==> src/rtl/add_arbiter.sv <==
// Round-robin arbiter that shares one 32-bit carry-lookahead adder among NREQ requesters.
// 64-bit adds take two adder passes (low half, then high half with the low carry).
module add_arbiter #(
    parameter int unsigned NREQ = 4,
    parameter int unsigned IDW  = (NREQ > 1) ? $clog2(NREQ) : 1
) (
    input  logic              clk_i,
    input  logic              rst_i,
    input  logic [NREQ-1:0]   req_valid_i,
    output logic [NREQ-1:0]   req_ready_o,
    input  logic [NREQ-1:0]   req_wide_i,
    input  logic [NREQ-1:0]   req_cin_i,
    input  logic [NREQ*64-1:0] req_a_i,
    input  logic [NREQ*64-1:0] req_b_i,
    output logic              resp_valid_o,
    input  logic              resp_ready_i,
    output logic [IDW-1:0]    resp_id_o,
    output logic [63:0]       resp_sum_o,
    output logic              resp_carry_o,
    output logic              resp_wide_o,
    output logic              busy_o
);

    typedef enum logic [1:0] {StIdle, StLo, StHi, StResp} state_e;

    state_e          state_q, state_d;
    logic [IDW-1:0]  ptr_q, ptr_d;
    logic [IDW-1:0]  id_q, id_d;
    logic [63:0]     a_q, a_d;
    logic [63:0]     b_q, b_d;
    logic            cin_q, cin_d;
    logic            wide_q, wide_d;
    logic [63:0]     sum_q, sum_d;
    logic            c_lo_q, c_lo_d;
    logic            carry_q, carry_d;

    // Arbitration signals
    logic [2*NREQ-1:0] dbl_valid;
    logic [NREQ-1:0]   rot_valid;
    logic [IDW-1:0]    rot_off;
    logic [IDW:0]      grant_sum;
    logic [IDW:0]      ptr_inc;
    logic [IDW-1:0]    grant_idx;
    logic              any_valid;
    logic              grant_fire;
    logic [63:0]       sel_a;
    logic [63:0]       sel_b;
    logic              sel_cin;
    logic              sel_wide;

    // Adder signals
    logic [31:0] add_a;
    logic [31:0] add_b;
    logic        add_cin;
    logic [31:0] add_sum;
    logic        add_cout;
    logic [31:0] cla_g;
    logic [31:0] cla_p;
    logic [31:0] cla_c;
    logic [7:0]  grp_g;
    logic [7:0]  grp_p;
    logic [8:0]  grp_c;
    logic [3:0]  blk_g;
    logic [3:0]  blk_p;
    logic        blk_c;

    // Rotate the valid vector so the search always starts at bit 0, then map back.
    always_comb begin
        dbl_valid = {req_valid_i, req_valid_i} >> ptr_q;
        rot_valid = dbl_valid[NREQ-1:0];
        rot_off   = '0;
        for (int k = int'(NREQ) - 1; k >= 0; k--) begin
            if (rot_valid[k]) begin
                rot_off = IDW'(k);
            end
        end
        any_valid = |req_valid_i;
        grant_sum = {1'b0, ptr_q} + {1'b0, rot_off};
        if (grant_sum >= (IDW+1)'(NREQ)) begin
            grant_sum = grant_sum - (IDW+1)'(NREQ);
        end
        grant_idx = grant_sum[IDW-1:0];
        ptr_inc   = {1'b0, grant_idx} + 1'b1;
        if (ptr_inc == (IDW+1)'(NREQ)) begin
            ptr_inc = '0;
        end
        grant_fire = (state_q == StIdle) && !rst_i && any_valid;
        req_ready_o = '0;
        sel_a       = '0;
        sel_b       = '0;
        sel_cin     = 1'b0;
        sel_wide    = 1'b0;
        for (int k = 0; k < int'(NREQ); k++) begin
            if (grant_idx == IDW'(k)) begin
                req_ready_o[k] = grant_fire;
                sel_a          = req_a_i[k*64 +: 64];
                sel_b          = req_b_i[k*64 +: 64];
                sel_cin        = req_cin_i[k];
                sel_wide       = req_wide_i[k];
            end
        end
    end

    always_comb begin
        add_a   = a_q[31:0];
        add_b   = b_q[31:0];
        add_cin = cin_q;
        if (state_q == StHi) begin
            add_a   = a_q[63:32];
            add_b   = b_q[63:32];
            add_cin = c_lo_q;
        end
    end

    // Two-level carry lookahead: 4-bit blocks, block carries from group generate/propagate.
    always_comb begin
        cla_g = add_a & add_b;
        cla_p = add_a ^ add_b;
        grp_g = '0;
        grp_p = '0;
        grp_c = '0;
        cla_c = '0;
        blk_g = '0;
        blk_p = '0;
        blk_c = 1'b0;
        for (int j = 0; j < 8; j++) begin
            blk_g    = cla_g[4*j +: 4];
            blk_p    = cla_p[4*j +: 4];
            grp_g[j] = blk_g[3] | (blk_p[3] & blk_g[2]) | (blk_p[3] & blk_p[2] & blk_g[1])
                     | (blk_p[3] & blk_p[2] & blk_p[1] & blk_g[0]);
            grp_p[j] = &blk_p;
        end
        grp_c[0] = add_cin;
        for (int j = 0; j < 8; j++) begin
            grp_c[j+1] = grp_g[j] | (grp_p[j] & grp_c[j]);
        end
        for (int j = 0; j < 8; j++) begin
            blk_g = cla_g[4*j +: 4];
            blk_p = cla_p[4*j +: 4];
            blk_c = grp_c[j];
            cla_c[4*j]   = blk_c;
            cla_c[4*j+1] = blk_g[0] | (blk_p[0] & blk_c);
            cla_c[4*j+2] = blk_g[1] | (blk_p[1] & blk_g[0]) | (blk_p[1] & blk_p[0] & blk_c);
            cla_c[4*j+3] = blk_g[2] | (blk_p[2] & blk_g[1]) | (blk_p[2] & blk_p[1] & blk_g[0])
                         | (blk_p[2] & blk_p[1] & blk_p[0] & blk_c);
        end
        add_sum  = cla_p ^ cla_c;
        add_cout = grp_c[8];
    end

    always_comb begin
        state_d = state_q;
        ptr_d   = ptr_q;
        id_d    = id_q;
        a_d     = a_q;
        b_d     = b_q;
        cin_d   = cin_q;
        wide_d  = wide_q;
        sum_d   = sum_q;
        c_lo_d  = c_lo_q;
        carry_d = carry_q;
        unique case (state_q)
            StIdle: begin
                if (grant_fire) begin
                    id_d    = grant_idx;
                    a_d     = sel_a;
                    b_d     = sel_b;
                    cin_d   = sel_cin;
                    wide_d  = sel_wide;
                    ptr_d   = ptr_inc[IDW-1:0];
                    state_d = StLo;
                end
            end
            StLo: begin
                sum_d[31:0] = add_sum;
                c_lo_d      = add_cout;
                if (wide_q) begin
                    state_d = StHi;
                end else begin
                    sum_d[63:32] = '0;
                    carry_d      = add_cout;
                    state_d      = StResp;
                end
            end
            StHi: begin
                sum_d[63:32] = add_sum;
                carry_d      = add_cout;
                state_d      = StResp;
            end
            StResp: begin
                if (resp_ready_i) begin
                    state_d = StIdle;
                end
            end
            default: state_d = StIdle;
        endcase
    end

    always_ff @(posedge clk_i) begin
        if (rst_i) begin
            state_q <= StIdle;
            ptr_q   <= '0;
            id_q    <= '0;
            a_q     <= '0;
            b_q     <= '0;
            cin_q   <= 1'b0;
            wide_q  <= 1'b0;
            sum_q   <= '0;
            c_lo_q  <= 1'b0;
            carry_q <= 1'b0;
        end else begin
            state_q <= state_d;
            ptr_q   <= ptr_d;
            id_q    <= id_d;
            a_q     <= a_d;
            b_q     <= b_d;
            cin_q   <= cin_d;
            wide_q  <= wide_d;
            sum_q   <= sum_d;
            c_lo_q  <= c_lo_d;
            carry_q <= carry_d;
        end
    end

    assign resp_valid_o = (state_q == StResp);
    assign resp_id_o    = id_q;
    assign resp_sum_o   = sum_q;
    assign resp_carry_o = carry_q;
    assign resp_wide_o  = wide_q;
    assign busy_o       = (state_q != StIdle);

endmodule

==> config.mk <==
export PLATFORM = sky130hd
export DESIGN_NAME = add_arbiter
export DESIGN_NICKNAME = d
export VERILOG_FILES = /design/src/rtl/add_arbiter.sv
export SDC_FILE = /design/constraint.sdc
export NUM_CORES = 1
export LEC_CHECK = 0
export ABC_AREA = 1
export CAP_MARGIN = 20
export CORE_AREA = 2 2 232 234
export DETAILED_ROUTE_END_ITERATION = 16
export DIE_AREA = 0 0 234 236
export DONT_BUFFER_PORTS = 1
export HOLD_SLACK_MARGIN = 0.02
export PLACE_DENSITY_LB_ADDON = 0.08
export SLEW_MARGIN = 20
export SYNTH_ARGS = -nofsm -noshare
export SYNTH_HDL_FRONTEND = slang
export SYNTH_SLANG_ARGS = --single-unit
==> constraint.sdc <==
create_clock -name clk_i -period 4.94 [get_ports clk_i]
set_clock_uncertainty 0.1 [all_clocks]
set_input_delay 0.988 -clock clk_i [delete_from_list [all_inputs] [get_ports clk_i]]
set_output_delay 0.988 -clock clk_i [all_outputs]
set_load 0.02 [all_outputs]
==> run metrics <==
Routed WL=56.0 mm; Peak VDD IR=1.24 mV; total chip power=13900 uW; Setup Buffers After CTS=0; Die Wd=~230 um; TritonCTS Buffers=27; Vias=12.2k; routed length per instance=23.7 um; cts repair resizes=0; DR DRC count=0; placed inst area=12900 sq um; final instance area=13900 sq um; Yosys top cell by area=dfxtp_1; Post-Synth XOR/XNOR Area=1.56%; GRT Resource Usage Total=19.4%; final setup violation count=0; Synth Instances=1745; Boundary Pins=601; post-synthesis sequential area ratio=32.8%; syn nets=2322; crit path time final=4.28 ns; ys flop type=dfxtp_1; Startpoint Class=flop; Die Y=236 um; final RePlAce weighted congestion=between 0.8 and 0.9; status=complete, no violations; combinational share of power=between 60% and 70%; clk_lat worst skew=0.56 ns; CTS clk-pin slew, worst paths=roughly 0.060 ns; max-slew violation count=0; final hold vios=0; ys async rst share=0%; Clock Tree Root=clkbuf_16; Mapped Area=12300 sq um; core area=about 53000 sq um; H-tree levels=1; Num Clock Sinks=202; Pint=6500 uW; DR pass1 iterations=6; main combinational cell family by area after synthesis=compound AO/OA/AOI/OAI gates; Synth Area in Adders=about 5.6%; EDFF count, synth=0; WS Path Type=reg -> out; share of total power in the clock network=roughly 15%; Starting Density=around 23%; power density cells=1000 nW/um^2; Sw Share=53.3%; CP Data Required Time=3.85 ns; crit share post-route=86.6%; Synth cell types=35; mux cell area share after synthesis=0%; Simple-Gate Fraction of Synth Area=18.4%; largest net degree at the start of global routing=about 130; Yosys warning total=0; antenna violations before repair=8; Layout area overhead=12.5%; synth top area cells=dfxtp_1, o21ai_0, a221oi_1; CTS Hold Buffers Added=0; Mean Syn Cell Area=7.06 sq um; max-cap viol count=0; Synth Register Bits=202; RSZ-0062 raised after global routing=false; first-pass GRT wire length=79.3 mm; Rel. slew slack=between 40% and 50%; global route overflow=0; share of layout cells above drive strength 1=6.03%; die footprint=55200 sq um; slew at the pin with the worst max-slew slack=between 0.7 and 0.8 ns; Hold WC Path Type=reg -> reg; number of global-route vias before repair=11.7k; row cnt=85; sequential share of power=about a fifth; Post-DP HPWL=43.3 mm; post-layout net count=2216; Worst Path Arrival=around 3.2 ns; Synth Area in Compound Gates=33.0%; Worst Setup End Kind=output port; antenna viol nets, final=0; NetSw=about 7400 uW; Pleak=roughly 0.0054 uW; fmax=roughly 230 MHz; CP max FO=38; TritonCTS clock tree=built; setup_tns=0 ns; routed vias/inst=5.16; top cell type's share of synthesized area=32.8%; Starting DRT DRC Count=811; CTS Buffer Depth=3; IO buf count=0
## final timing paths
| kind | from | end | slack (ns) | cells past startpoint |
|---|---|---|---|---|
| setup / recovery | ptr_q[0] | req_ready_o[2] | 0.66 | 10 |
| hold / removal | a_q[30] | a_q[30] | 0.37 | 2 |
| setup reg to reg | state_q[0] | resp_sum_o[60] | 0.84 | 19 |
| hold reg to reg | a_q[30] | a_q[30] | 0.37 | 2 |
## cell usage after synthesis (8+ instances only)
cell	number
nand3_1	88
buf_1	23
a221oi_1	117
a21oi_1	74
clkbuf_1	129
ha_1	42
xor2_1	12
a221o_1	13
xnor2_1	10
nand2_1	235
inv_1	119
o211ai_1	117
dfxtp_1	202
nor2_1	187
o21ai_0	316
nand2_4	10
fa_1	8
## worst max-delay path: stages, from the launching register on
cell and delay [ns]:
dfxtp_1 0.48, o21ai_0 0.18, o21ai_0 0.25, nand2_1 0.08, a21boi_0 0.16, ha_1 0.19
xor2_1 0.38, inv_1 0.17, ha_4 0.21, inv_4 0.32, nor2_1 0.22
## registers in the layout, indices dropped and copies added (netlist names)
signal        flops
resp_id_o         2
state_q           2
b_q              64
c_lo_q            1
resp_sum_o       64
resp_wide_o       1
a_q              64
ptr_q             2
cin_q             1
resp_carry_o      1
## cell type report
type,instances,area [sq um]
inverters,126,482
multi-input cells,1261,7270
flip-flops and latches,202,4040
clock inverters,9,128
diodes,6,15.0
well taps,696,871
clock buffers,40,805
fillers,5861,39200
repair buffers,21,245
## per-stage QoR
stage	hold WS [ns]	utilization, %	cells	setup slack, ns
floorplan	0.346	-	1745	0.629
global placement	0.359	24.3	2306	0.761
detailed placement	0.365	24.3	2306	0.738
CTS	0.361	26.1	2355	0.615
global route	0.365	26.1	2360	0.257
finish	0.372	26.1	2361	0.661
## logic make-up (layout without fill, tap and decap cells)
| family | count (synthesis) | after routing |
|---|---|---|
| adders and majority gates | 50 | 50 |
| DFF | 202 | 202 |
| xor gates and xnor gates | 22 | 22 |
| buffers and inverters | 282 | 196 |
| and+or+nand+nor | 540 | 540 |
| AOI/OAI and AO/OA | 649 | 649 |
| other | 0 | 6 |
## layout by cell type (no fill, tap or decap), types with 38 or more instances in the layout
cell	count
inv_1	118
dfxtp_1	202
a21oi_1	74
nand3_1	88
nand2_1	234
a221oi_1	117
o211ai_1	117
o21ai_0	316
nor2_1	184
ha_1	38
## power by group through the flow
stage	clock network (uW)	registers [uW]	logic, uW
floorplan	0	2500	6500
global placement	0	2720	9190
detailed placement	0	2710	9270
CTS	2150	2680	9300
global route	2210	2720	10400
finish	2070	2660	9170
## routing by layer
layer	global-route usage, %	routed length (um)
met1	28.4	27400
met2	29.3	24100
met3	3.06	3380
met4	4.68	1090
met5	0	13
No activity file was read; power rests on OpenSTA's default activity.
